### src/rtl/usr_pkg.sv
// ============================================================================
// Module : usr_pkg
// Brief  : Mode encodings and parameter sanity helper for universal_shift_register.
// Rev    : 1.0  initial release
// ============================================================================
`default_nettype none

package usr_pkg;

  localparam logic [1:0] USR_HOLD = 2'b00;
  localparam logic [1:0] USR_SHR  = 2'b01;
  localparam logic [1:0] USR_SHL  = 2'b10;
  localparam logic [1:0] USR_LOAD = 2'b11;

  // The shift counter must be able to represent WIDTH itself (its saturation value).
  function automatic bit usr_cnt_w_ok(input int width, input int cnt_w);
    return (width >= 2) && ((1 << cnt_w) > width);
  endfunction

endpackage

`default_nettype wire

### src/rtl/usr_bit_cell.sv
// ============================================================================
// Module : usr_bit_cell
// Brief  : One register bit: 4:1 mux (hold/from-upper/from-lower/load) + DFF.
// Rev    : 1.0  initial release
// ============================================================================
`default_nettype none

module usr_bit_cell
  import usr_pkg::*;
(
  input  logic       clk,
  input  logic       rst,
  input  logic       ce_i,
  input  logic [1:0] sel_i,
  input  logic       shr_in_i,
  input  logic       shl_in_i,
  input  logic       d_i,
  output logic       q_o,
  output logic       notq_o
);

  logic q_q;
  logic q_d;

  always_comb begin
    q_d = q_q;
    case (sel_i)
      USR_SHR:  q_d = shr_in_i;
      USR_SHL:  q_d = shl_in_i;
      USR_LOAD: q_d = d_i;
      default:  q_d = q_q;
    endcase
  end

  always_ff @(posedge clk) begin
    if (rst) begin
      q_q <= 1'b0;
    end else if (ce_i) begin
      q_q <= q_d;
    end
  end

  assign q_o    = q_q;
  assign notq_o = ~q_q;

endmodule

`default_nettype wire

### src/rtl/universal_shift_register.sv
// ============================================================================
// Module : universal_shift_register
// Brief  : WIDTH-bit hold/shift-right/shift-left/load register with saturating
//          shift counter. Define USR_ROTATE_EN to enable rotate via the rot input.
// Rev    : 1.0  initial release
// ============================================================================
`default_nettype none

module universal_shift_register
  import usr_pkg::*;
#(
  parameter int WIDTH = 8,
  parameter int CNT_W = 4
) (
  input  logic             clk,
  input  logic             rst,
  input  logic             ce,
  input  logic [1:0]       mode,
  input  logic [WIDTH-1:0] d,
  input  logic             sin_r,
  input  logic             sin_l,
  input  logic             rot,
  output logic [WIDTH-1:0] q,
  output logic [WIDTH-1:0] notq,
  output logic             sout_r,
  output logic             sout_l,
  output logic [CNT_W-1:0] shcnt,
  output logic             empty
);

  localparam logic [CNT_W-1:0] C_FULL    = CNT_W'(WIDTH);
  localparam logic [CNT_W-1:0] C_FULL_M1 = CNT_W'(WIDTH - 1);

  if (!usr_cnt_w_ok(WIDTH, CNT_W)) begin : g_param_check
    $error("universal_shift_register: need WIDTH >= 2 and 2**CNT_W > WIDTH");
  end

  logic [WIDTH-1:0] w_q;
  logic [WIDTH-1:0] w_notq;
  logic [WIDTH-1:0] w_shr_vec;
  logic [WIDTH-1:0] w_shl_vec;
  logic             w_msb_in;
  logic             w_lsb_in;

`ifdef USR_ROTATE_EN
  assign w_msb_in = rot ? w_q[0]       : sin_r;
  assign w_lsb_in = rot ? w_q[WIDTH-1] : sin_l;
`else
  // rot has no effect in this build; the masked term keeps the port formally used.
  assign w_msb_in = sin_r | (rot & 1'b0);
  assign w_lsb_in = sin_l;
`endif

  assign w_shr_vec = {w_msb_in, w_q[WIDTH-1:1]};
  assign w_shl_vec = {w_q[WIDTH-2:0], w_lsb_in};

  for (genvar gi = 0; gi < WIDTH; gi++) begin : g_cell
    usr_bit_cell u_cell (
      .clk      (clk),
      .rst      (rst),
      .ce_i     (ce),
      .sel_i    (mode),
      .shr_in_i (w_shr_vec[gi]),
      .shl_in_i (w_shl_vec[gi]),
      .d_i      (d[gi]),
      .q_o      (w_q[gi]),
      .notq_o   (w_notq[gi])
    );
  end

  logic [CNT_W-1:0] cnt_q;
  logic [CNT_W-1:0] cnt_d;
  logic             empty_q;
  logic             empty_d;

  always_comb begin
    cnt_d   = cnt_q;
    empty_d = empty_q;
    if (ce) begin
      case (mode)
        USR_LOAD: begin
          cnt_d   = '0;
          empty_d = 1'b0;
        end
        USR_SHR, USR_SHL: begin
          // Count saturates at WIDTH; data keeps moving regardless.
          if (cnt_q != C_FULL) begin
            cnt_d = cnt_q + 1'b1;
            if (cnt_q == C_FULL_M1) begin
              empty_d = 1'b1;
            end
          end
        end
        default: begin
          cnt_d   = cnt_q;
          empty_d = empty_q;
        end
      endcase
    end
  end

  always_ff @(posedge clk) begin
    if (rst) begin
      cnt_q   <= '0;
      empty_q <= 1'b0;
    end else begin
      cnt_q   <= cnt_d;
      empty_q <= empty_d;
    end
  end

  assign q      = w_q;
  assign notq   = w_notq;
  assign sout_r = w_q[0];
  assign sout_l = w_q[WIDTH-1];
  assign shcnt  = cnt_q;
  assign empty  = empty_q;

endmodule

`default_nettype wire

### config.mk
export PLATFORM = sky130hd
export DESIGN_NAME = universal_shift_register
export DESIGN_NICKNAME = d
export VERILOG_FILES = /design/src/rtl/usr_pkg.sv /design/src/rtl/usr_bit_cell.sv /design/src/rtl/universal_shift_register.sv
export SDC_FILE = /design/constraint.sdc
export NUM_CORES = 1
export LEC_CHECK = 0
export BUFFER_PORTS_ARGS = -buffer_cell sky130_fd_sc_hd__clkbuf_2
export CELL_PAD_IN_SITES_DETAIL_PLACEMENT = 1
export CELL_PAD_IN_SITES_GLOBAL_PLACEMENT = 1
export CORE_AREA = 10 10 63 65
export DETAILED_ROUTE_END_ITERATION = 12
export DIE_AREA = 0 0 73 75
export PLACE_DENSITY_LB_ADDON = 0.1
export SKIP_LAST_GASP = 1
export SLEW_MARGIN = 20
export SYNTH_ARGS = -nofsm -noshare
export SYNTH_HDL_FRONTEND = slang
export SYNTH_HIERARCHICAL = 1
export SYNTH_SLANG_ARGS = --single-unit
### constraint.sdc
create_clock -name clk -period 1.8 [get_ports clk]
set_clock_uncertainty 0.2 [all_clocks]
set_input_delay 0.18 -clock clk [delete_from_list [all_inputs] [get_ports clk]]
set_output_delay 0.18 -clock clk [all_outputs]
set_load 0.01 [all_outputs]
== Word-level counts from Yosys, hierarchy flattened ==
Index checks and enable logic that the tools add are counted.

* Flip-flop bits (word level): 13
* Latch bits: 0
* RAM bits: 0
* ROM bits: 0
* Input bits: 16
* Output and inout bits: 23
* Memories kept: 0

* $add $sub $neg: 1
* $mul: 0
* Divide/modulo/power cells: 0
* Order comparisons: 0
* Equality and inequality tests: 7
* Shift operators: 0
* Muxes and demuxes: 13
* Bitwise gates (word level): 8
* Reductions and logical operators: 6

{| class="wikitable"
|+ Operators with widths
! cell !! number
|-
| 1-bit case mux with 3 select lines || 8
|-
| 1-bit inverter || 8
|-
| 4-bit case mux with 2 select lines || 1
|-
| 4-bit by 1-bit adder with 4-bit output, second input constant || 1
|-
| 2-bit == test, second input constant || 2
|-
| 4-bit by 3-bit == test with 1-bit output, second input constant || 1
|-
| 4-bit 2-to-1 mux || 1
|-
| 2-bit != test, second input constant || 2
|-
| 4-bit != test, second input constant || 1
|-
| 4-bit AND reduction || 1
|-
| 3-bit AND reduction || 1
|-
| 3-bit nonzero test || 1
|-
| 2-bit by 1-bit == test with 1-bit output, second input constant || 1
|-
| 1-bit 2-to-1 mux || 2
|-
| 1-bit case mux with 2 select lines || 1
|-
| 2-bit AND reduction || 1
|-
| 2-bit nonzero test || 1
|-
| 2-bit OR reduction || 1
|}

== Longest topological paths before layout ==
* Depth after elaboration: 4
* Gate-level depth with buffers: 6
* Mapped depth without buffers: 5

== Hierarchy ==
Netlist, hierarchy kept.

{| class="wikitable"
|+ By module, submodules not included
! module !! instances !! cells each !! area each (µm²)
|-
| usr_bit_cell || 8 || 7 || 70.1
|-
| universal_shift_register || 1 || 38 || 316.6
|}

== Least setup slack after synthesis ==
OpenSTA, ideal clock, no wires.

* Path kind: register to register
* Start point: register cnt_q[0], in the netlist shcnt[0]
* End point: register cnt_q[0], in the netlist shcnt[0]
* Data arrival time: 1018 ps
* Required time: 1482 ps
* Path slack: 464 ps
* Stages on the path, launching flop included: 6
* Clock period less this slack: 1336 ps
* Cells stage by stage: dfxtp_1 inv_1 ha_1 and4b_1 o21ai_1 a21oi_1

* Word-level cells in the longest chain between the ends: 3
* Elaborated cells on any way between the ends: 6
* Those cells by class: 1 x add/sub; 2 x eq/ne; 2 x mux; 1 x reduce/logical

{| class="wikitable"
|+ Ends and longest elaborated chain
! what !! RTL line !! source
|-
| start, declared || universal_shift_register.sv:71 || <nowiki>logic [CNT_W-1:0] cnt_q;</nowiki>
|-
| start signal, assigned || universal_shift_register.sv:107 || <nowiki>cnt_q <= cnt_d;</nowiki>
|-
| 4-bit by 1-bit adder with 4-bit output / 4-bit != test (equally long branches) || universal_shift_register.sv:88, universal_shift_register.sv:87 ||
|-
| 4-bit 2-to-1 mux / 2-bit != test (equally long branches) || -- ||
|-
| 4-bit case mux with 2 select lines / 3-bit AND reduction (equally long branches) || -- ||
|}

Several ways; a longest one is shown, not always the timed one. The select of a mux whose other input is x is not followed.
A chain may end at the register's enable or synchronous reset.

== Final worst setup path ==
* Start point: register cnt_q[0], in the netlist shcnt[0]
* End point: register cnt_q[1], in the netlist shcnt[1]

The elaborated chain is that of the path after synthesis.

==> out/qor.yml <==
power.leakage_nw: 0.5208
final.setup.tns_ps: 0
ys_seq_elements: 13
rsz0062_at_grt: "false"
cts.repair.resized: 0
ant_nets: 0
p_total_uw: 703.1
start_kind: "flip-flop"
syn_nets: 113
synth-edff-count: 0
dp.cells: 161
antenna_cells: 0
min-delay-start: "rst"
worstSetupPathType: "reg -> reg"
initial_core_util: 0.3236
setup_ws_ps: 382.2
place_congestion: 0.7248
rows: 19
grt_usage: 0.09788
cellPowerDensity_nw_per_um2: 627.1
syn_area_per_cell_um2: 9.331
finalSetupViolCount: 0
grt_pass1_vias: 943
cts_tree: "built"
drive_gt1_frac: 0.3881
status: "finished clean"
synth_cells: 94
finalHoldViolations: 0
crit_path_max_fanout: 5
boundaryPins: 39
finalNonFillerCells: 165
holdPathStages: 2
wl_per_cell_um: 16.01
grt_antenna_before_repair: 0
dr.pass1.iters: 4
grt_remaining_overflow: 0
hold_path.class: "in -> reg"
seq_area_um2: 260.3
io_buffer_count: 37
max_freq_ghz: 0.7053
synth.distinct_cells: 24
n_fill_cell: 339
grt_pass1_wl_um: 4409
ctsHtreeMaxLevel: 1
routed_wl_um: 2642
ir_worst_vdd_v: 0.0002672
ctsHoldBuffers: 0
final.min_clock_period_ps: 1418
cts_setup_buffers: 0
worstHoldEndpoint: "shcnt[3]"
area_growth_syn_to_layout_pct: 27.82
cap_violations: 0
slew_headroom: 0.7206
crit_path_end_kind: "flip-flop"
async_flop_share: 0
reg2reg_depth: 5
syn_area_um2: 877.1
hpwl_um: 2015
critPathRequiredTime_ps: 1760
multiInputGateArea_um2: 549.3
core_um2: 2710
routed_via_density: 5.352
rrSetupSlack_ps: 380
clkLatencyLatePin_ps: 280
dieArea_um2: 5475
cts-root-buf: "clkbuf_4"
drcViolationCount: 0
cp.arrival_ps: 1380
synth_top_flop_cell: "dfxtp_1"
grt_max_degree: 28
yosys_warnings: 6
ys_seq_area_frac: 0.2967
drt_iter0_markers: 32
die_x_um: 73
worstMarginPinSlew_ps: 419.1
cts_buffers: 3
vias: 883
die_h_um: 75
reg2reg_from: "shcnt[0]"
nets: 154
worst_r2r_endpoint: "shcnt[1]"
period_share: 0.7876
place_ws_ps: 234.5
numClockSinks: 13
cts.clk_slew.worst_paths_ps: 90
clock_path_buffers: 2
slew_violations: 0
## cells in the mapped netlist (all sizes together), types with 2 or more instances
cell    instances  share of area
inv            12          0.051
buf             3          0.026
ha              3          0.043
nand2           2         0.0086
nor3            2          0.011
a21oi          11          0.097
mux2i           8          0.091
a311o           8          0.091
and4bb          8           0.11
dfxtp          13           0.30
a31oi           3          0.021
o21ai          10          0.057
nand4           2          0.014
## worst max-delay path by stage
stage | startpoint | to | slack, ps | depth (start not counted)
floorplan | shcnt[0] | shcnt[0] | 460 | 5
global placement | mode[0] | shcnt[2] | 260 | 6
detailed placement | mode[0] | shcnt[1] | 230 | 6
CTS | shcnt[0] | shcnt[1] | 380 | 5
global route | shcnt[0] | shcnt[1] | 270 | 5
finish | shcnt[0] | shcnt[1] | 380 | 5
## cell usage in the layout (no fill, tap or decap), types with 8 or more instances in the layout
cell type / count
clkbuf_2: 37
dfxtp_1: 13
inv_1: 12
o21ai_0: 8
mux2i_1: 8
and4bb_1: 8
a311o_1: 8
a21oi_2: 8
## through the flow
step	area (µm²)	hold slack (ps)	util
4_1_cts	1121	69.23	0.4137
3_3_place_gp	1094	290.9	0.4035
3_5_place_dp	1094	304.4	0.4035
2_1_floorplan	877.1	49.07	-
6_report	1121	68.21	0.4137
5_1_grt	1121	85.59	0.4137
## cells by family after synthesis
family,count (synthesis),synth area share
and+or+nand+nor,23,0.2254
muxes,8,0.09130
buffers and inverters,15,0.07703
DFF,13,0.2967
AOI/OAI and AO/OA,32,0.2668
adders and majority gates,3,0.04280
## final cells by class
cell class,count,area share
clock inverters,1,0.004464
clock buffers,3,0.02009
repair buffers,39,0.1786
inverters,12,0.04018
multi-input cells,66,0.4900
flip-flops and latches,13,0.2321
well taps,31,0.03460
## per-layer routing
metal / GRT usage / up-vias / routed length, µm
met3: 0.04336 / 2 / 191
met4: 0.03797 / 0 / 16
met1: 0.1189 / 417 / 1236
met2: 0.1480 / 22 / 1198
met5: 0 / - / 0
li1: - / 442 / -
## critical path, cell delays in order (launching register included)
cell	delay (ps)
dfxtp_1	400
inv_1	80
ha_1	210
and4b_1	200
o21ai_1	130
a21oi_1	70
## power breakdown
part	internal (mW)	leakage [nW]	total, mW	switching [mW]
registers	0.304	0.107	0.322	0.0173
clock network	0.0823	0.0177	0.188	0.106
logic	0.0854	0.396	0.193	0.108
## state kept, by name, indices dropped and copies added (netlist names)
register / flops
empty: 1
g_cell.u_cell/q_o: 8
shcnt: 4
(Power assumes the default switching activity.)
